### src/rtl/alu_arbiter_if.sv
// ============================================================================
//  Module      : alu_arbiter_if
//  Description : Request/response channels of two ALU requesters plus the
//                shared-ALU operand and result bus.
//  Revision    : 1.0  initial release
// ============================================================================
`default_nettype none

interface alu_arbiter_if #(
    parameter int DATA_WIDTH     = 32,
    parameter int ALU_CTRL_WIDTH = 4
);
    logic                      req0_valid;
    logic                      req0_ready;
    logic [DATA_WIDTH-1:0]     req0_SrcA;
    logic [DATA_WIDTH-1:0]     req0_SrcB;
    logic [DATA_WIDTH-1:0]     req0_PC;
    logic [ALU_CTRL_WIDTH-1:0] req0_ALUControl;

    logic                      req1_valid;
    logic                      req1_ready;
    logic [DATA_WIDTH-1:0]     req1_SrcA;
    logic [DATA_WIDTH-1:0]     req1_SrcB;
    logic [DATA_WIDTH-1:0]     req1_PC;
    logic [ALU_CTRL_WIDTH-1:0] req1_ALUControl;

    logic                      resp0_valid;
    logic                      resp0_ready;
    logic [DATA_WIDTH-1:0]     resp0_result;
    logic                      resp0_zero;

    logic                      resp1_valid;
    logic                      resp1_ready;
    logic [DATA_WIDTH-1:0]     resp1_result;
    logic                      resp1_zero;

    logic [DATA_WIDTH-1:0]     SrcA;
    logic [DATA_WIDTH-1:0]     SrcB;
    logic [DATA_WIDTH-1:0]     PC;
    logic [ALU_CTRL_WIDTH-1:0] ALUControl;
    logic [DATA_WIDTH-1:0]     ALUResult;
    logic                      Zero;

    // Requesters and the shared ALU sit on the master side.
    modport master (
        output req0_valid, req0_SrcA, req0_SrcB, req0_PC, req0_ALUControl,
        output req1_valid, req1_SrcA, req1_SrcB, req1_PC, req1_ALUControl,
        output resp0_ready, resp1_ready, ALUResult, Zero,
        input  req0_ready, req1_ready,
        input  resp0_valid, resp0_result, resp0_zero,
        input  resp1_valid, resp1_result, resp1_zero,
        input  SrcA, SrcB, PC, ALUControl
    );

    modport slave (
        input  req0_valid, req0_SrcA, req0_SrcB, req0_PC, req0_ALUControl,
        input  req1_valid, req1_SrcA, req1_SrcB, req1_PC, req1_ALUControl,
        input  resp0_ready, resp1_ready, ALUResult, Zero,
        output req0_ready, req1_ready,
        output resp0_valid, resp0_result, resp0_zero,
        output resp1_valid, resp1_result, resp1_zero,
        output SrcA, SrcB, PC, ALUControl
    );
endinterface

`default_nettype wire

### src/rtl/alu_arbiter.sv
// ============================================================================
//  Module      : alu_arbiter
//  Description : Round-robin arbiter sharing one combinational ALU between two
//                requesters, with a one-deep response register per port.
//                Define ALU_ARB_FIXED_PRIO_EN for fixed port-0 priority.
//  Revision    : 1.0  initial release
// ============================================================================
`default_nettype none

module alu_arbiter #(
    parameter int DATA_WIDTH     = 32,
    parameter int ALU_CTRL_WIDTH = 4
) (
    input  logic         clk,
    input  logic         rst,
    alu_arbiter_if.slave bus
);
    logic                      w_elig0;
    logic                      w_elig1;
    logic                      w_grant0;
    logic                      w_grant1;
    logic [DATA_WIDTH-1:0]     w_srca;
    logic [DATA_WIDTH-1:0]     w_srcb;
    logic [DATA_WIDTH-1:0]     w_pc;
    logic [ALU_CTRL_WIDTH-1:0] w_ctrl;

    logic                      r_resp0_valid;
    logic                      r_resp1_valid;
    logic [DATA_WIDTH-1:0]     r_resp0_result;
    logic [DATA_WIDTH-1:0]     r_resp1_result;
    logic                      r_resp0_zero;
    logic                      r_resp1_zero;

    // A port may issue when its slot is empty or being drained this cycle.
    assign w_elig0 = bus.req0_valid && (!r_resp0_valid || bus.resp0_ready);
    assign w_elig1 = bus.req1_valid && (!r_resp1_valid || bus.resp1_ready);

`ifdef ALU_ARB_FIXED_PRIO_EN
    assign w_grant0 = !rst && w_elig0;
    assign w_grant1 = !rst && w_elig1 && !w_elig0;
`else
    // 1 means port 1 was granted last, so port 0 wins the next tie.
    logic r_last_grant;

    assign w_grant0 = !rst && w_elig0 && (!w_elig1 || r_last_grant);
    assign w_grant1 = !rst && w_elig1 && (!w_elig0 || !r_last_grant);

    always_ff @(posedge clk) begin
        if (rst) begin
            r_last_grant <= 1'b1;
        end else if (w_grant0) begin
            r_last_grant <= 1'b0;
        end else if (w_grant1) begin
            r_last_grant <= 1'b1;
        end
    end
`endif

    always_comb begin
        w_srca = '0;
        w_srcb = '0;
        w_pc   = '0;
        w_ctrl = '0;
        if (w_grant0) begin
            w_srca = bus.req0_SrcA;
            w_srcb = bus.req0_SrcB;
            w_pc   = bus.req0_PC;
            w_ctrl = bus.req0_ALUControl;
        end else if (w_grant1) begin
            w_srca = bus.req1_SrcA;
            w_srcb = bus.req1_SrcB;
            w_pc   = bus.req1_PC;
            w_ctrl = bus.req1_ALUControl;
        end
    end

    // A grant refills the slot even when it is drained in the same cycle.
    always_ff @(posedge clk) begin
        if (rst) begin
            r_resp0_valid  <= 1'b0;
            r_resp0_result <= '0;
            r_resp0_zero   <= 1'b0;
            r_resp1_valid  <= 1'b0;
            r_resp1_result <= '0;
            r_resp1_zero   <= 1'b0;
        end else begin
            if (w_grant0) begin
                r_resp0_valid  <= 1'b1;
                r_resp0_result <= bus.ALUResult;
                r_resp0_zero   <= bus.Zero;
            end else if (bus.resp0_ready) begin
                r_resp0_valid  <= 1'b0;
            end
            if (w_grant1) begin
                r_resp1_valid  <= 1'b1;
                r_resp1_result <= bus.ALUResult;
                r_resp1_zero   <= bus.Zero;
            end else if (bus.resp1_ready) begin
                r_resp1_valid  <= 1'b0;
            end
        end
    end

    assign bus.req0_ready   = w_grant0;
    assign bus.req1_ready   = w_grant1;
    assign bus.SrcA         = w_srca;
    assign bus.SrcB         = w_srcb;
    assign bus.PC           = w_pc;
    assign bus.ALUControl   = w_ctrl;
    assign bus.resp0_valid  = r_resp0_valid;
    assign bus.resp0_result = r_resp0_result;
    assign bus.resp0_zero   = r_resp0_zero;
    assign bus.resp1_valid  = r_resp1_valid;
    assign bus.resp1_result = r_resp1_result;
    assign bus.resp1_zero   = r_resp1_zero;
endmodule

`default_nettype wire

### src/flat_wrapper.sv
// flat-port wrapper written by rule: the top's interface ports become plain ports
module alu_arbiter_flat 
#(
    parameter int DATA_WIDTH     = 32,
    parameter int ALU_CTRL_WIDTH = 4
)
  (clk, rst, bus_req0_valid, bus_req0_SrcA, bus_req0_SrcB, bus_req0_PC, bus_req0_ALUControl, bus_req1_valid, bus_req1_SrcA, bus_req1_SrcB, bus_req1_PC, bus_req1_ALUControl, bus_resp0_ready, bus_resp1_ready, bus_ALUResult, bus_Zero, bus_req0_ready, bus_req1_ready, bus_resp0_valid, bus_resp0_result, bus_resp0_zero, bus_resp1_valid, bus_resp1_result, bus_resp1_zero, bus_SrcA, bus_SrcB, bus_PC, bus_ALUControl);
  alu_arbiter_if #(.DATA_WIDTH(DATA_WIDTH), .ALU_CTRL_WIDTH(ALU_CTRL_WIDTH)) bus_i ();
  input  logic clk;
  input  logic rst;
  input wire logic [$bits(bus_i.req0_valid)-1:0] bus_req0_valid;
  input wire logic [$bits(bus_i.req0_SrcA)-1:0] bus_req0_SrcA;
  input wire logic [$bits(bus_i.req0_SrcB)-1:0] bus_req0_SrcB;
  input wire logic [$bits(bus_i.req0_PC)-1:0] bus_req0_PC;
  input wire logic [$bits(bus_i.req0_ALUControl)-1:0] bus_req0_ALUControl;
  input wire logic [$bits(bus_i.req1_valid)-1:0] bus_req1_valid;
  input wire logic [$bits(bus_i.req1_SrcA)-1:0] bus_req1_SrcA;
  input wire logic [$bits(bus_i.req1_SrcB)-1:0] bus_req1_SrcB;
  input wire logic [$bits(bus_i.req1_PC)-1:0] bus_req1_PC;
  input wire logic [$bits(bus_i.req1_ALUControl)-1:0] bus_req1_ALUControl;
  input wire logic [$bits(bus_i.resp0_ready)-1:0] bus_resp0_ready;
  input wire logic [$bits(bus_i.resp1_ready)-1:0] bus_resp1_ready;
  input wire logic [$bits(bus_i.ALUResult)-1:0] bus_ALUResult;
  input wire logic [$bits(bus_i.Zero)-1:0] bus_Zero;
  output wire logic [$bits(bus_i.req0_ready)-1:0] bus_req0_ready;
  output wire logic [$bits(bus_i.req1_ready)-1:0] bus_req1_ready;
  output wire logic [$bits(bus_i.resp0_valid)-1:0] bus_resp0_valid;
  output wire logic [$bits(bus_i.resp0_result)-1:0] bus_resp0_result;
  output wire logic [$bits(bus_i.resp0_zero)-1:0] bus_resp0_zero;
  output wire logic [$bits(bus_i.resp1_valid)-1:0] bus_resp1_valid;
  output wire logic [$bits(bus_i.resp1_result)-1:0] bus_resp1_result;
  output wire logic [$bits(bus_i.resp1_zero)-1:0] bus_resp1_zero;
  output wire logic [$bits(bus_i.SrcA)-1:0] bus_SrcA;
  output wire logic [$bits(bus_i.SrcB)-1:0] bus_SrcB;
  output wire logic [$bits(bus_i.PC)-1:0] bus_PC;
  output wire logic [$bits(bus_i.ALUControl)-1:0] bus_ALUControl;
  assign bus_i.req0_valid = bus_req0_valid;
  assign bus_i.req0_SrcA = bus_req0_SrcA;
  assign bus_i.req0_SrcB = bus_req0_SrcB;
  assign bus_i.req0_PC = bus_req0_PC;
  assign bus_i.req0_ALUControl = bus_req0_ALUControl;
  assign bus_i.req1_valid = bus_req1_valid;
  assign bus_i.req1_SrcA = bus_req1_SrcA;
  assign bus_i.req1_SrcB = bus_req1_SrcB;
  assign bus_i.req1_PC = bus_req1_PC;
  assign bus_i.req1_ALUControl = bus_req1_ALUControl;
  assign bus_i.resp0_ready = bus_resp0_ready;
  assign bus_i.resp1_ready = bus_resp1_ready;
  assign bus_i.ALUResult = bus_ALUResult;
  assign bus_i.Zero = bus_Zero;
  assign bus_req0_ready = bus_i.req0_ready;
  assign bus_req1_ready = bus_i.req1_ready;
  assign bus_resp0_valid = bus_i.resp0_valid;
  assign bus_resp0_result = bus_i.resp0_result;
  assign bus_resp0_zero = bus_i.resp0_zero;
  assign bus_resp1_valid = bus_i.resp1_valid;
  assign bus_resp1_result = bus_i.resp1_result;
  assign bus_resp1_zero = bus_i.resp1_zero;
  assign bus_SrcA = bus_i.SrcA;
  assign bus_SrcB = bus_i.SrcB;
  assign bus_PC = bus_i.PC;
  assign bus_ALUControl = bus_i.ALUControl;
  alu_arbiter #(.DATA_WIDTH(DATA_WIDTH), .ALU_CTRL_WIDTH(ALU_CTRL_WIDTH)) u_core (.clk(clk), .rst(rst), .bus(bus_i));
endmodule
### config.mk
export PLATFORM = sky130hd
export DESIGN_NAME = alu_arbiter_flat
export DESIGN_NICKNAME = d
export VERILOG_FILES = /design/src/rtl/alu_arbiter_if.sv /design/src/rtl/alu_arbiter.sv /design/src/flat_wrapper.sv
export SDC_FILE = /design/constraint.sdc
export NUM_CORES = 1
export LEC_CHECK = 0
export CORE_AREA = 2 2 161 163
export DETAILED_ROUTE_END_ITERATION = 10
export DIE_AREA = 0 0 163 165
export GPL_TIMING_DRIVEN = 0
export PLACE_DENSITY_LB_ADDON = 0.12
export SETUP_SLACK_MARGIN = 0.3
export SYNTH_ARGS = -nofsm -noshare
export SYNTH_HDL_FRONTEND = slang
export SYNTH_SLANG_ARGS = --single-unit
### constraint.sdc
create_clock -name clk -period 4.3 [get_ports clk]
set_input_delay 0.86 -clock clk [delete_from_list [all_inputs] [get_ports clk]]
set_output_delay 0.86 -clock clk [all_outputs]
set_load 0.01 [all_outputs]
* Word level (Yosys, flattened, before mapping)
Cells that the tools add are included.
** Storage, ports and cells
- Register bits after elaboration :: 69
- Latch bits :: 0
- Bits in writable memories :: 0
- Bits in read-only memories :: 0
- Input port bits :: 239
- Output and inout bits :: 170
- Logic and storage cells :: 40
- Memories kept :: 0
** Cells by class
- Add/sub/neg operators :: 0
- $mul :: 0
- Divide/modulo/power cells :: 0
- $lt $le $gt $ge :: 0
- Equal/unequal tests :: 0
- Shift operators :: 0
- Muxes and demuxes :: 14
- Bitwise gates (word level) :: 0
- Reduce and logical (&&, ||, !) cells :: 19
** Operators by type and width (number)
- 2-to-1 mux 32 bit :: 6
- 2-to-1 mux 4 bit :: 2
- logical AND 1 bit :: 6
- zero test 1 bit :: 6
- 2-to-1 mux 1 bit :: 6
- nonzero test 2 bit :: 3
- logical OR 1 bit :: 4

* Logic depth before layout (Yosys ltp)
Gate-level depths: netlist of run 1.
- Depth in word-level cells :: 8
- Mapped depth :: 5
- Depth with buffers taken out :: 3

* Worst setup path after synthesis of run 1
OpenSTA, ideal clock, no wires.
- Path kind :: input port to output port
- Start point :: in bus_resp0_ready
- End point :: out bus_PC[0]
- Arrival time :: 1864 ps
- Data required time :: 3440 ps
- Path slack :: 1576 ps
- Cell stages on the path :: 5
- Buffers on the path :: 2
- Cell sequence :: nor2b_1 o211ai_2 buf_4 buf_2 o32ai_1
** Between the ends
- Cells in the longest elaborated chain, start to end :: 7
- Elaborated cells between the ends (all ways) :: 9
- Classes of those cells :: 2 x mux; 7 x reduce/logical
** Ends and longest elaborated chain
- start: declaration :: line flat_wrapper.sv:21 : input wire logic [$bits(bus_i.resp0_ready)-1:0] bus_resp0_ready;
- logical OR 1 bit (*) :: line alu_arbiter.sv:35 : assign w_elig0 = bus.req0_valid && (!r_resp0_valid || bus.resp0_ready);
- logical AND 1 bit (*) :: line alu_arbiter.sv:35
- zero test 1 bit :: line alu_arbiter.sv:46 : assign w_grant1 = !rst && w_elig1 && (!w_elig0 || !r_last_grant);
- logical OR 1 bit :: line alu_arbiter.sv:46
- logical AND 1 bit :: line alu_arbiter.sv:46
- 2-to-1 mux 32 bit :: line alu_arbiter.sv:69 : end else if (w_grant1) begin
- 2-to-1 mux 32 bit (*) :: line alu_arbiter.sv:64 : if (w_grant0) begin
- end: declaration :: line flat_wrapper.sv:35 : output wire logic [$bits(bus_i.PC)-1:0] bus_PC;
Mark *: on every way between the ends. The rest lies on a longest branch, timed or not.

* Final worst setup path of run 1
- Start point :: in bus_req0_valid
- End point :: out bus_PC[29]
** Between the ends
- Cells in the longest elaborated chain, start to end :: 6
- Elaborated cells between the ends (all ways) :: 8
- Classes of those cells :: 2 x mux; 6 x reduce/logical
** Ends and longest elaborated chain
- start: declaration :: line flat_wrapper.sv:11 : input wire logic [$bits(bus_i.req0_valid)-1:0] bus_req0_valid;
- logical AND 1 bit (*) :: line alu_arbiter.sv:35
- zero test 1 bit :: line alu_arbiter.sv:46
- logical OR 1 bit :: line alu_arbiter.sv:46
- logical AND 1 bit :: line alu_arbiter.sv:46
- 2-to-1 mux 32 bit :: line alu_arbiter.sv:69
- 2-to-1 mux 32 bit (*) :: line alu_arbiter.sv:64
Marks and branches as above.

==> results.txt, run 1 <==
Critical Path AT - 3.06 ns
fin. max-slew vios - 0
routing usage on met2 - 0.340
HPWL Detailed - 21.7 mm
CP max FO - 10
Placer Congestion - 0.841
fmax - 255 MHz
P&R area growth vs syn - 98.2%
Final nets - 1272
layout cell share with drive strength beyond 1 - 0.0424
CTS resizes - 2
busiest grt layer - met2
Setup crit end kind - output port
Pwr Total - 0.00237 W
Reg-to-Reg Start - u_core.bus.resp1_valid
vias per cell - 4.29
Max VDD drop - 0.178 mV
largest net degree at the start of global routing - 13
Core Footprint - 0.0250 mm2
fin cells - 1373
unrepaired setup endpoints after global routing - no
worst min path class - reg -> reg
total CTS buffers - 9
max cap viols - 0
LEAKAGE - 3.95 nW
IO Pins - 409
GR Util All Layers - 0.190
Clk Latency, worst-skew pair - 0.33 ns
DR DRC count - 0
first-pass GRT wire length - 38.2 mm
total negative slack - 0 ns
Crit Path Class - in -> out
minimum clock period - 3.92 ns
Worst Setup EP - bus_PC[29]
Avg WL per Cell - 19.4 um
Slew headroom - 0.564
setup bufs post-CTS - 0
Vias - 5891
number of global-route vias before repair - 6042
reg2reg end - u_core.bus.resp0_result[20]
Mapped Nets - 854
hold buffer count at CTS - 0
final hold viol count - 0
Req. time, crit path - 3.44 ns
Syn Area/Cell - 8.05 um2
total clock sinks - 69
Routed Wire Length - 26.6 mm
commonest non-fill, non-tap cell in the layout - clkdlybuf4s50_1
cell count after placement - 1352
Mapped Cells - 615
Yosys reg bits - 69
Reg2Reg Depth - 5
1st-iter DRT viols - 173
Port Buf Inserts - 407
CTS clk-pin slew, worst paths - 0.06 ns
crit start category - input pin
grt met3 use - 0.0655
std cell rows - 58
CTS tree - yes
Die H - 165 um
pre-CTS setup slack - 0.225 ns
Initial Util - 0.198
most frequent cells in the layout - 402 x clkdlybuf4s50_1, 202 x nand2b_1, 100 x inv_1, 97 x o32ai_1, 69 x dfxtp_1
DP Area - 0.00944 mm2
grt ovf - 0
drt first pass iters - 6
CP Launch Point - bus_req0_valid
Mapped Area - 0.00495 mm2
die width - 163 um
Final setup viols - 0
Unique masters post-synth - 17
post-synthesis sequential area ratio - 0.279
PnR worst setup slack - 0.385 ns
Clock H-tree levels - 3
Setup Skew - 0.00681 ns
met1 global-route usage - 0.215
status - finished clean
worst slew pin tran - 0.655 ns
r2r setup slk - 2.67 ns
clk buf depth - 2
Final Instance Area - 0.00981 mm2
Die Footprint - 0.0269 mm2
CTS root buffer - clkbuf_16
power density over the cells - 241 mW/mm2
Final ANT Viol Nets - 0
Synth Warn # - 0
crit share post-route - 0.911
initial antenna violation count - 7
synth_stat cells:
| cell | instances | area, um2 |
|---|---|---|
| mux2i_1 | 66 | 661 |
| buf_6 | 3 | 33.8 |
| a21oi_1 | 2 | 10.0 |
| o21ai_0 | 1 | 5.00 |
| nand2_1 | 2 | 7.51 |
| o32ai_1 | 100 | 876 |
| buf_2 | 13 | 65.1 |
| nor2b_1 | 2 | 12.5 |
| inv_1 | 100 | 375 |
| o211ai_2 | 2 | 25.0 |
| buf_4 | 5 | 37.5 |
| nand2b_1 | 202 | 1260 |
| clkbuf_1 | 42 | 158 |
| dfxtp_1 | 69 | 1380 |
| a211o_1 | 1 | 8.76 |
| o211a_1 | 2 | 20.0 |
| nor2_1 | 3 | 11.3 |
per-stage QoR:
| step | hold WS (ns) | utilization |
|---|---|---|
| after floorplan | 0.449 | - |
| after global routing | 0.489 | 0.392 |
| after global placement | 0.459 | 0.377 |
| final | 0.470 | 0.392 |
| after detailed placement | 0.460 | 0.377 |
| after CTS | 0.477 | 0.389 |
critical path, cell delays in order:
cell,delay (ns)
clkdlybuf4s50_1,0.53
nand2_1,0.19
o211ai_4,0.13
buf_2,0.25
o32ai_1,0.44
clkdlybuf4s50_1,0.65
flip-flops by register name, summed over array words and instances (netlist names):
| name | cells |
|---|---|
| u_core.bus.resp0_result | 32 |
| u_core.bus.resp1_result | 32 |
| u_core.bus.resp0_valid | 1 |
| u_core.bus.resp0_zero | 1 |
| u_core.bus.resp1_valid | 1 |
| u_core.bus.resp1_zero | 1 |
| u_core.r_last_grant | 1 |
power by group:
part	internal [W]	total, W	leakage, nW	switching, W
combinational	0.000525	0.000901	3.24	0.000376
sequential	0.000686	0.000711	0.567	0.0000242
clock	0.000466	0.000757	0.142	0.000291
total	0.00168	0.00237	3.95	0.000691
worst min-delay path by stage:
stage / from / to / cells past startpoint / slack, ns
2_1_floorplan: u_core.r_last_grant / u_core.r_last_grant / 1 / 0.45
3_3_place_gp: u_core.bus.resp0_result[31] / u_core.bus.resp0_result[31] / 2 / 0.46
3_5_place_dp: u_core.bus.resp0_result[30] / u_core.bus.resp0_result[30] / 2 / 0.46
4_1_cts: u_core.bus.resp0_zero / u_core.bus.resp0_zero / 2 / 0.48
5_1_grt: u_core.bus.resp0_result[27] / u_core.bus.resp0_result[27] / 2 / 0.49
6_report: u_core.bus.resp0_zero / u_core.bus.resp0_zero / 2 / 0.47
per-layer routing:
metal  part of all wire  vias to the layer above
li1                   -                     2926
met1               0.40                     2723
met2               0.50                      209
met3              0.082                       29
met4              0.016                        4
met5             0.0010                        -
cell families after synthesis:
| logic type | count (synthesis) | synth area share |
|---|---|---|
| buffers and inverters | 163 | 0.135 |
| AND/OR/NAND/NOR | 209 | 0.262 |
| flip-flops | 69 | 0.279 |
| multiplexers | 66 | 0.133 |
| AO/OA/AOI/OAI | 108 | 0.191 |
final cells by class:
cell class / instances / area, um2
fill: 2625 / 15200
timing repair buffer: 407 / 4080
multi-input combinational: 383 / 2940
sequential: 69 / 1380
tap: 330 / 413
inverter: 100 / 375
buffer: 63 / 308
clock buffer: 11 / 243
clock inverter: 5 / 58.8
antenna: 5 / 12.5
Note: power is estimated with default switching activity, not from simulation.
==> run 2, diff against run 1 <==
--- a/config.mk
+++ b/config.mk
@@ -5,9 +5,9 @@
 export SDC_FILE = /design/constraint.sdc
 export NUM_CORES = 1
 export LEC_CHECK = 0
-export CORE_AREA = 2 2 161 163
+export CORE_AREA = 2 2 159 161
 export DETAILED_ROUTE_END_ITERATION = 10
-export DIE_AREA = 0 0 163 165
+export DIE_AREA = 0 0 161 163
 export GPL_TIMING_DRIVEN = 0
 export PLACE_DENSITY_LB_ADDON = 0.12
 export SETUP_SLACK_MARGIN = 0.3
==> constraint.sdc (replaced) <==
create_clock -name clk -period 4.5 [get_ports clk]
set_input_delay 0.9 -clock clk [delete_from_list [all_inputs] [get_ports clk]]
set_output_delay 0.9 -clock clk [all_outputs]
set_load 0.01 [all_outputs]
==> run 2 against run 1 <==
Routed wire length fell by 0.78%. Cell count fell by 0.15%. Worst setup slack improved by 0.041 ns. Via count fell by 0.98%. Die area fell by 2.4%. Combinational power fell by 5.3%. Hold slack improved by 0.00060 ns. Final area fell by 0.33%. Sequential share of layout area barely moved. Core utilization rose by 0.44 points. Critical endpoint is now bus_PC[24]. Highest routed layer unchanged.
==> results.txt, run 2 (synthesis gave the netlist of run 1 again) <==
status - finished clean
sw frac - 0.282 (-0.00948)
Final nets - 1272 (unchanged)
Clk Latency, worst-skew pair - 0.33 ns (about the same)
Final ANT Viol Nets - 0 (unchanged)
CTS tree - yes
Die Footprint - 0.0262 mm2 (-2.4%)
total CTS buffers - 9 (unchanged)
sequential power share - 0.294 (-0.006)
Placer Congestion - 0.854 (+1.6%)
cell internal pwr - 0.00166 W (-1.3%)
Clock H-tree levels - 3 (unchanged)
GR Util All Layers - 0.194 (+0.00338)
fmax - 245 MHz
initial antenna violation count - 4 (-3)
vias per cell - 4.25 (-0.84%)
clock network power share - 0.336 (+0.016)
die width - 161 um (-1.2%)
Critical Path AT - 3.17 ns (+0.11 ns)
CTS clk-pin slew, worst paths - 0.06 ns (about the same)
hold buffer count at CTS - 0 (unchanged)
fin cells - 1371 (-0.15%)
setup bufs post-CTS - 0 (unchanged)
power density over the cells - 236 mW/mm2 (-2.2%)
combinational group share of total power - 0.369 (-0.011)
Avg WL per Cell - 19.3 um (-0.63%)
1st-iter DRT viols - 291 (+68%)
std cell rows - 58 (unchanged)
worst slew pin tran - 0.618 ns (-0.0369 ns)
PnR worst setup slack - 0.426 ns (+0.0413 ns)
IO Pins - 409 (unchanged)
Routed Wire Length - 26.4 mm (-0.78%)
pre-CTS setup slack - 0.372 ns (+0.147 ns)
worst min path class - reg -> reg
layout cell share with drive strength beyond 1 - 0.0376 (-0.00482)
hold path start - u_core.bus.resp0_result[7]
HPWL Detailed - 21.5 mm (-0.63%)
LEAKAGE - 3.88 nW (-1.8%)
Hold Crit Depth - 2 (unchanged)
most frequent cells in the layout - 407 x clkdlybuf4s50_1, 202 x nand2b_1, 100 x inv_1, 100 x o32ai_1, 69 x dfxtp_1
unrepaired setup endpoints after global routing - no
largest net degree at the start of global routing - 13 (unchanged)
first-pass GRT wire length - 38.4 mm (+0.32%)
reg2reg end - u_core.bus.resp0_result[19]
Vias - 5833 (-0.98%)
Slew headroom - 0.588 (+0.0246)
Reg-to-Reg Start - u_core.bus.resp1_valid
multi-input logic area - 0.00291 mm2 (-1.1%)
clk buf depth - 2 (unchanged)
commonest non-fill, non-tap cell in the layout - clkdlybuf4s50_1
Crit Path Class - in -> out
total clock sinks - 69 (unchanged)
minimum clock period - 4.07 ns
switching power - 0.000651 W (-5.7%)
CTS root buffer - clkbuf_16
Req. time, crit path - 3.60 ns (+0.16 ns)
crit start category - input pin
cell count after placement - 1352 (unchanged)
r2r setup slk - 2.89 ns (+0.22 ns)
Setup Skew - 0.00955 ns (+0.00274 ns)
total negative slack - 0 ns (unchanged)
Max VDD drop - 0.143 mV (-20%)
Die H - 163 um (-1.2%)
drt first pass iters - 4 (-2)
Setup crit end kind - output port
crit share post-route - 0.905
Hold Slack - 0.470 ns (+0.000598 ns)
CP max FO - 10 (unchanged)
grt ovf - 0 (unchanged)
Reg2Reg Depth - 5 (unchanged)
number of global-route vias before repair - 6004 (-0.63%)
Final setup viols - 0 (unchanged)
Initial Util - 0.201 (+0.00291)
max cap viols - 0 (unchanged)
DR DRC count - 0 (unchanged)
hold path endpoint - u_core.bus.resp0_result[7]
Register Area - 0.00138 mm2 (unchanged)
fillcell total - 2569 (-2.1%)
Core Footprint - 0.0247 mm2 (-1.4%)
Port Buf Inserts - 407 (unchanged)
P&R area growth vs syn - 97.6%
fin. max-slew vios - 0 (unchanged)
final hold viol count - 0 (unchanged)
run 2: area by class of cell:
type                    instances  area share
diodes                          3    0.000767
plain buffers                  63      0.0302
clock buffers                  11      0.0248
clock inverters                 5     0.00857
inverters                     100      0.0384
multi-input cells             383       0.297
flip-flops and latches         69       0.141
well taps                     330      0.0422
repair buffers                407       0.416
run 2: metrics by stage:
stage / area, um2 / power [W] / utilization
final: 9780 / 0.00231 / 0.396
after global routing: 9770 / 0.00243 / 0.396
after CTS: 9760 / 0.00235 / 0.396
after detailed placement: 9440 / 0.00155 / 0.383
after global placement: 9440 / 0.00155 / 0.383
after floorplan: 4950 / 0.00102 / -
run 2: power groups by stage:
| stage | Sequential [W] | Combinational (W) | Clock (W) |
|---|---|---|---|
| CTS | 0.000680 | 0.000862 | 0.000804 |
| global placement | 0.000692 | 0.000859 | 0 |
| finish | 0.000680 | 0.000853 | 0.000776 |
| global route | 0.000685 | 0.000915 | 0.000828 |
| detailed placement | 0.000692 | 0.000858 | 0 |
| floorplan | 0.000711 | 0.000312 | 0 |
run 2: repair_timing:
item,CTS,global route
setup endpoints to repair,0,8
gates resized for setup,0,3
endpoints found under the hold margin,0,0
run 2: layer usage:
layer  track usage  up-vias  wire length (um)
met3        0.0749       17              2430
met2         0.355      206             13300
met4        0.0288        2               205
met1         0.217     2681             10500
li1              -     2927                 -
met5             0        -                13
run 2: worst max-delay path by stage:
stage                    start          to  slack (ns)
6_report        bus_req1_valid  bus_PC[24]        0.43
5_1_grt         bus_req1_valid  bus_PC[21]        0.30
4_1_cts         bus_req0_valid  bus_PC[25]        0.37
3_5_place_dp    bus_req0_valid  bus_PC[25]        0.37
3_3_place_gp    bus_req0_valid  bus_PC[25]        0.39
2_1_floorplan  bus_resp0_ready   bus_PC[0]        1.70
run 2: critical path: stages:
cell             delay, ns
clkdlybuf4s50_1       0.56
nand2b_1              0.14
o211ai_2              0.32
buf_4                 0.28
buf_2                 0.25
o32ai_1               0.12
clkdlybuf4s50_1       0.59
==> run 3, diff against run 2 <==
--- a/config.mk
+++ b/config.mk
@@ -10,7 +10,7 @@
 export DIE_AREA = 0 0 161 163
 export GPL_TIMING_DRIVEN = 0
 export PLACE_DENSITY_LB_ADDON = 0.12
-export SETUP_SLACK_MARGIN = 0.3
+export SETUP_SLACK_MARGIN = 0.4
 export SYNTH_ARGS = -nofsm -noshare
 export SYNTH_HDL_FRONTEND = slang
 export SYNTH_SLANG_ARGS = --single-unit
==> run 3 against run 2 <==
Power is 0.15% higher. Hold slack did not move. First-iteration DRC count is 10% lower. Sequential cell count is the same. Non-clock buffer count did not move. Critical path type unchanged. Critical endpoint is now bus_SrcA[11].
==> results.txt, run 3 (synthesis gave the netlist of run 1 again) <==
Req. time, crit path - 3.60 ns (about the same)
die width - 161 um (unchanged)
setup bufs post-CTS - 0 (unchanged)
busiest grt layer - met2
fin. max-slew vios - 0 (unchanged)
CP max stage delay - 0.56 ns (-0.03 ns)
total negative slack - 0 ns (unchanged)
Setup Skew - 0.00955 ns (-0.000000140 ns)
hold buffer count at CTS - 0 (unchanged)
1st-iter DRT viols - 262 (-10%)
number of global-route vias before repair - 6004 (unchanged)
Port Buf Inserts - 407 (unchanged)
power density over the cells - 235 mW/mm2 (-0.23%)
multi-input logic area - 0.00293 mm2 (+0.65%)
Placer Congestion - 0.854 (unchanged)
Vias - 5834 (+0.017%)
pre-CTS setup slack - 0.372 ns (unchanged)
met1 global-route usage - 0.217 (unchanged)
unrepaired setup endpoints after global routing - yes
Routed Wire Length - 26.4 mm (about the same)
grt met3 use - 0.0749 (unchanged)
Crit Path Class - in -> out
Slew headroom - 0.583 (-0.00507)
max cap viols - 0 (unchanged)
grt ovf - 0 (unchanged)
slowest cell on the critical path - clkdlybuf4s50_1
Core Footprint - 0.0247 mm2 (unchanged)
worst min path class - reg -> reg
DR DRC count - 0 (unchanged)
worst path cell trace - clkdlybuf4s50_1 > nand2b_1 > o211ai_4 > clkbuf_1 > o32ai_1 > clkdlybuf4s50_1
routing usage on met2 - 0.355 (unchanged)
Critical Path AT - 3.13 ns (-0.04 ns)
P&R area growth vs syn - 98.3%
Max VDD drop - 0.143 mV (about the same)
worst slew pin tran - 0.625 ns (+0.00761 ns)
crit share post-route - 0.896 (-0.00905)
Die Footprint - 0.0262 mm2 (unchanged)
initial antenna violation count - 4 (unchanged)
Final ANT Viol Nets - 0 (unchanged)
Clk Latency, worst-skew pair - 0.33 ns (about the same)
vias per cell - 4.26 (about the same)
LEAKAGE - 3.97 nW (+2.2%)
PnR worst setup slack - 0.467 ns (+0.0407 ns)
fillcell total - 2560 (-0.35%)
Reg2Reg Depth - 5 (unchanged)
CP max FO - 10 (unchanged)
CTS tree - yes
Final setup viols - 0 (unchanged)
clk buf depth - 2 (unchanged)
Register Area - 0.00138 mm2 (unchanged)
layout cell share with drive strength beyond 1 - 0.0405 (+0.00289)
first-pass GRT wire length - 38.4 mm (unchanged)
CP dominant cell by count - clkdlybuf4s50_1
status - finished clean
r2r setup slk - 2.95 ns (+0.06 ns)
total clock sinks - 69 (unchanged)
std cell rows - 58 (unchanged)
minimum clock period - 4.03 ns (-0.0407 ns)
Hold Crit Depth - 2 (unchanged)
crit start category - input pin
Avg WL per Cell - 19.3 um (about the same)
Die H - 163 um (unchanged)
final hold viol count - 0 (unchanged)
drt first pass iters - 4 (unchanged)
Initial Util - 0.201 (unchanged)
HPWL Detailed - 21.5 mm (unchanged)
Final nets - 1272 (unchanged)
largest net degree at the start of global routing - 13 (unchanged)
IO Pins - 409 (unchanged)
most frequent cells in the layout - 402 x clkdlybuf4s50_1, 202 x nand2b_1, 100 x inv_1, 99 x o32ai_1, 69 x dfxtp_1
fmax - 248 MHz (+1.0%)
commonest non-fill, non-tap cell in the layout - clkdlybuf4s50_1
CTS clk-pin slew, worst paths - 0.06 ns (about the same)
GR Util All Layers - 0.194 (unchanged)
Setup crit end kind - output port
Clock H-tree levels - 3 (unchanged)
CTS root buffer - clkbuf_16
total CTS buffers - 9 (unchanged)
==> run 3: final timing paths <==
kind	from	end
min	u_core.bus.resp0_result[7]	u_core.bus.resp0_result[7]
max reg2reg	u_core.bus.resp1_valid	u_core.bus.resp0_result[19]
max	bus_req1_valid	bus_SrcA[11]
min reg2reg	u_core.bus.resp0_result[7]	u_core.bus.resp0_result[7]
==> run 3: report_power, final <==
part	total (W)	internal (W)	switching, W
registers	0.000680	0.000656	0.0000237
clock network	0.000776	0.000501	0.000275
logic	0.000856	0.000501	0.000355
total	0.00231	0.00166	0.000653
==> run 3: timing repair <==
action,in CTS,in global routing
resized for setup,2,12
endpoints found under the setup margin,6,44
hold endpoints to repair,0,0
==> run 3: layout make-up <==
type,instances,share of cell area
flip-flops and latches,69,0.141
clock inverters,5,0.00854
clock buffers,11,0.0247
plain buffers,63,0.0310
diodes,2,0.000510
repair buffers,407,0.416
inverters,100,0.0382
well taps,330,0.0420
multi-input cells,383,0.298
==> run 3: critical path, delay by kind of cell <==
| family | cells | cell delay [ns] |
|---|---|---|
| buffers and inverters | 3 | 1.58 |
| AO/OA/AOI/OAI | 2 | 0.49 |
| AND/OR/NAND/NOR | 1 | 0.17 |
==> run 3: metrics by stage <==
stage          power [W]  instances  area [um2]  hold slack [ns]  utilization
2_1_floorplan    0.00102        615        4950            0.449            -
3_5_place_dp     0.00155       1352        9440            0.464        0.383
6_report         0.00231       1370        9820            0.470        0.398
4_1_cts          0.00235       1368        9770            0.475        0.396
3_3_place_gp     0.00155       1352        9440            0.458        0.383
5_1_grt          0.00243       1368        9810            0.489        0.398
==> run 3: per-layer routing <==
layer  vias to the layer above  wire [um]
met5                         -         13
met1                      2684      10500
met4                         2        205
li1                       2928          -
met2                       203      13300
met3                        17       2410
==> variant (flow settings as in run 1) <==
Make the reset (`rst`) asynchronous in 2 clocked blocks.
--- a/src/rtl/alu_arbiter.sv
+++ b/src/rtl/alu_arbiter.sv
@@ -45,7 +45,7 @@
     assign w_grant0 = !rst && w_elig0 && (!w_elig1 || r_last_grant);
     assign w_grant1 = !rst && w_elig1 && (!w_elig0 || !r_last_grant);
 
-    always_ff @(posedge clk) begin
+    always_ff @(posedge clk or posedge rst) begin
         if (rst) begin
             r_last_grant <= 1'b1;
         end else if (w_grant0) begin
@@ -75,7 +75,7 @@
     end
 
     // A grant refills the slot even when it is drained in the same cycle.
-    always_ff @(posedge clk) begin
+    always_ff @(posedge clk or posedge rst) begin
         if (rst) begin
             r_resp0_valid  <= 1'b0;
             r_resp0_result <= '0;
Check against the original RTL: differs if rst is asserted again (counterexample within 4 cycles, from zero or initial values and one cycle with rst high); with rst held inactive, the same outputs for 4 cycles.
==> variant against run 1 <==
Area after synthesis grew 30%. Final area is 16% higher. Critical path depth unchanged. Utilization increased by 6.5 points. Total power increased by 47%. Non-clock buffer count is 57 higher. Critical endpoint is now bus_SrcA[1]. Via count rose by 31%. Sequential cell count is the same. Synthesized cell count increased by 25%. Largest power group unchanged. Setup slack worse by 0.0033 ns. Sequential power grew 30%. Wire length increased by 17%.
==> variant: results (changes against run 1) <==
| Metric | Value |
|---|---|
| Outcome | finished clean (unchanged) |
| Filler cell count | 2,467 (was 2,625) |
| Top cells by count, synth | sky130_fd_sc_hd__nor2b_1 (204), sky130_fd_sc_hd__o2111ai_1 (200), sky130_fd_sc_hd__nand2_1 (103), sky130_fd_sc_hd__clkbuf_1 (95), sky130_fd_sc_hd__dfrtp_1 (68) (was sky130_fd_sc_hd__nand2b_1 (202), sky130_fd_sc_hd__inv_1 (100), sky130_fd_sc_hd__o32ai_1 (100), sky130_fd_sc_hd__dfxtp_1 (69), sky130_fd_sc_hd__mux2i_1 (66)) |
| Internal portion of total power | 2.344 mW (was 1.678 mW) |
| Share of layout cells above drive strength 1 | 12.12% (was 4.239%) |
| Placed wire-length estimate after detailed placement | 24.00 mm (was 21.68 mm) |
| Count of routing violations after the opening detailed-route iteration | 407 (was 173) |
| Hold path startpoint | u_core.bus.resp0_result[12] (was u_core.bus.resp0_zero) |
| Post-Layout Cell Count | 1,526 (was 1,373) |
| Prevailing post-synth register cell | sky130_fd_sc_hd__dfrtp_1 (was sky130_fd_sc_hd__dfxtp_1) |
| Clock Skews | 0.01028 ns (was 0.006811 ns) |
| Placer's final routability congestion estimate | 0.8525 (was 0.8406) |
| Avg WL per Cell | 20.35 um (was 19.40 um) |
| Top cells by area in the synthesized netlist | sky130_fd_sc_hd__o2111ai_1 (27%), sky130_fd_sc_hd__dfrtp_1 (26%), sky130_fd_sc_hd__nor2b_1 (20%) (was sky130_fd_sc_hd__dfxtp_1 (28%), sky130_fd_sc_hd__nand2b_1 (26%), sky130_fd_sc_hd__o32ai_1 (18%)) |
| Share of synthesized flip-flops with an asynchronous set or reset | 100.0% (was 0%) |
| Setup Slack @ Placement | 0.002411 ns (was 0.2252 ns) |
| Worst reg2reg startpoint | u_core.bus.resp0_valid (was u_core.bus.resp1_valid) |
| Initial antenna violation count | 0 (was 7) |
| Gate count of the mapped netlist | 771 (was 615) |
| Length of the first detailed-routing pass in iterations | 4 (was 6) |
| P_leak | 4.485 nW (was 3.952 nW) |
| Proportion of synthesized chip area in sequential cells | 26.76% (was 27.90%) |
| Post-synthesis cell type count | 18 (was 17) |
| First-pass GRT wire length | 45.31 mm (was 38.25 mm) |
| Post-placement cell count | 1,510 (was 1,352) |
| Area after DPL | 10,980 um^2 (was 9438 um^2) |
| GR Util All Layers | 21.83% (was 19.02%) |
| IO buf count | 408 (was 407) |
| Pin count of the biggest net entering global routing | 47 (was 13) |
| Number of global-route vias before repair | 7,696 (was 6,042) |
| Measured slew at the worst slew-check pin | 0.5370 ns (was 0.6547 ns) |
| Number of diodes added for antenna fixing | 0 (was 5) |
| Post-layout net count | 1,430 (was 1,272) |
| Syn nets | 1,010 (was 854) |
| Worst IR Drop VDD | 339.1 uV (was 178.1 uV) |
-- variant: metrics by stage --
| stage | utilization [%] | TNS [ns] |
|---|---|---|
| floorplan | - | 0 |
| global placement | 43.75 | -34.39 |
| detailed placement | 43.87 | 0 |
| CTS | 45.38 | 0 |
| global route | 45.67 | 0 |
| finish | 45.67 | 0 |
-- variant: path summary, 6_finish.rpt --
path	end	slack (ns)	cells after the start
setup / recovery	bus_SrcA[1]	0.38	6
hold / removal	u_core.bus.resp0_result[12]	0.48	1
setup reg to reg	u_core.bus.resp0_result[19]	2.39	5
hold reg to reg	u_core.bus.resp0_result[12]	0.48	1
max in group asynchronous	u_core.r_last_grant	2.20	5
min in group asynchronous	u_core.bus.resp0_result[1]	1.51	4
-- variant: logic make-up after synthesis --
| group | Yosys count | share of synthesized area [%] |
|---|---|---|
| AO/OA/AOI/OAI | 204 | 27.79 |
| AND/OR/NAND/NOR | 312 | 26.24 |
| multiplexers | 66 | 11.51 |
| flip-flops | 69 | 26.76 |
| buffers and inverters | 120 | 7.712 |
-- variant: per-layer routing --
layer	global-route usage (%)	wire, um	vias up
li1	-	-	3741
met1	26.41	12620	3660
met2	38.89	15480	290
met3	6.128	2480	33
met4	4.023	471	0
met5	0	0	-
-- variant: cell type report --
class | count | area share (%)
plain buffers | 118 | 5.100
well taps | 330 | 3.611
clock inverters | 6 | 1.029
multi-input cells | 582 | 37.01
inverters | 2 | 0.08755
clock buffers | 10 | 2.090
repair buffers | 409 | 35.96
flip-flops and latches | 69 | 15.11
-- variant: what timing repair did --
| item | in CTS | in global routing |
|---|---|---|
| resized for setup | 17 | 107 |
| endpoints found under the setup margin | 100 | 99 |
| cloned | 0 | 0 |
-- variant: power groups by stage --
stage | Clock [mW] | Combinational (mW) | Sequential [mW]
floorplan | 0 | 0.617 | 1.01
global placement | 0 | 1.67 | 0.921
detailed placement | 0 | 1.67 | 0.931
CTS | 0.899 | 1.69 | 0.925
global route | 0.923 | 1.80 | 0.947
finish | 0.883 | 1.68 | 0.923
-- variant: critical path, delay by kind of cell --
kind / cells / cell delay [ns]
buffers and inverters: 4 / 1.94
AOI/OAI and AO/OA: 1 / 0.16
and+or+nand+nor: 1 / 0.09
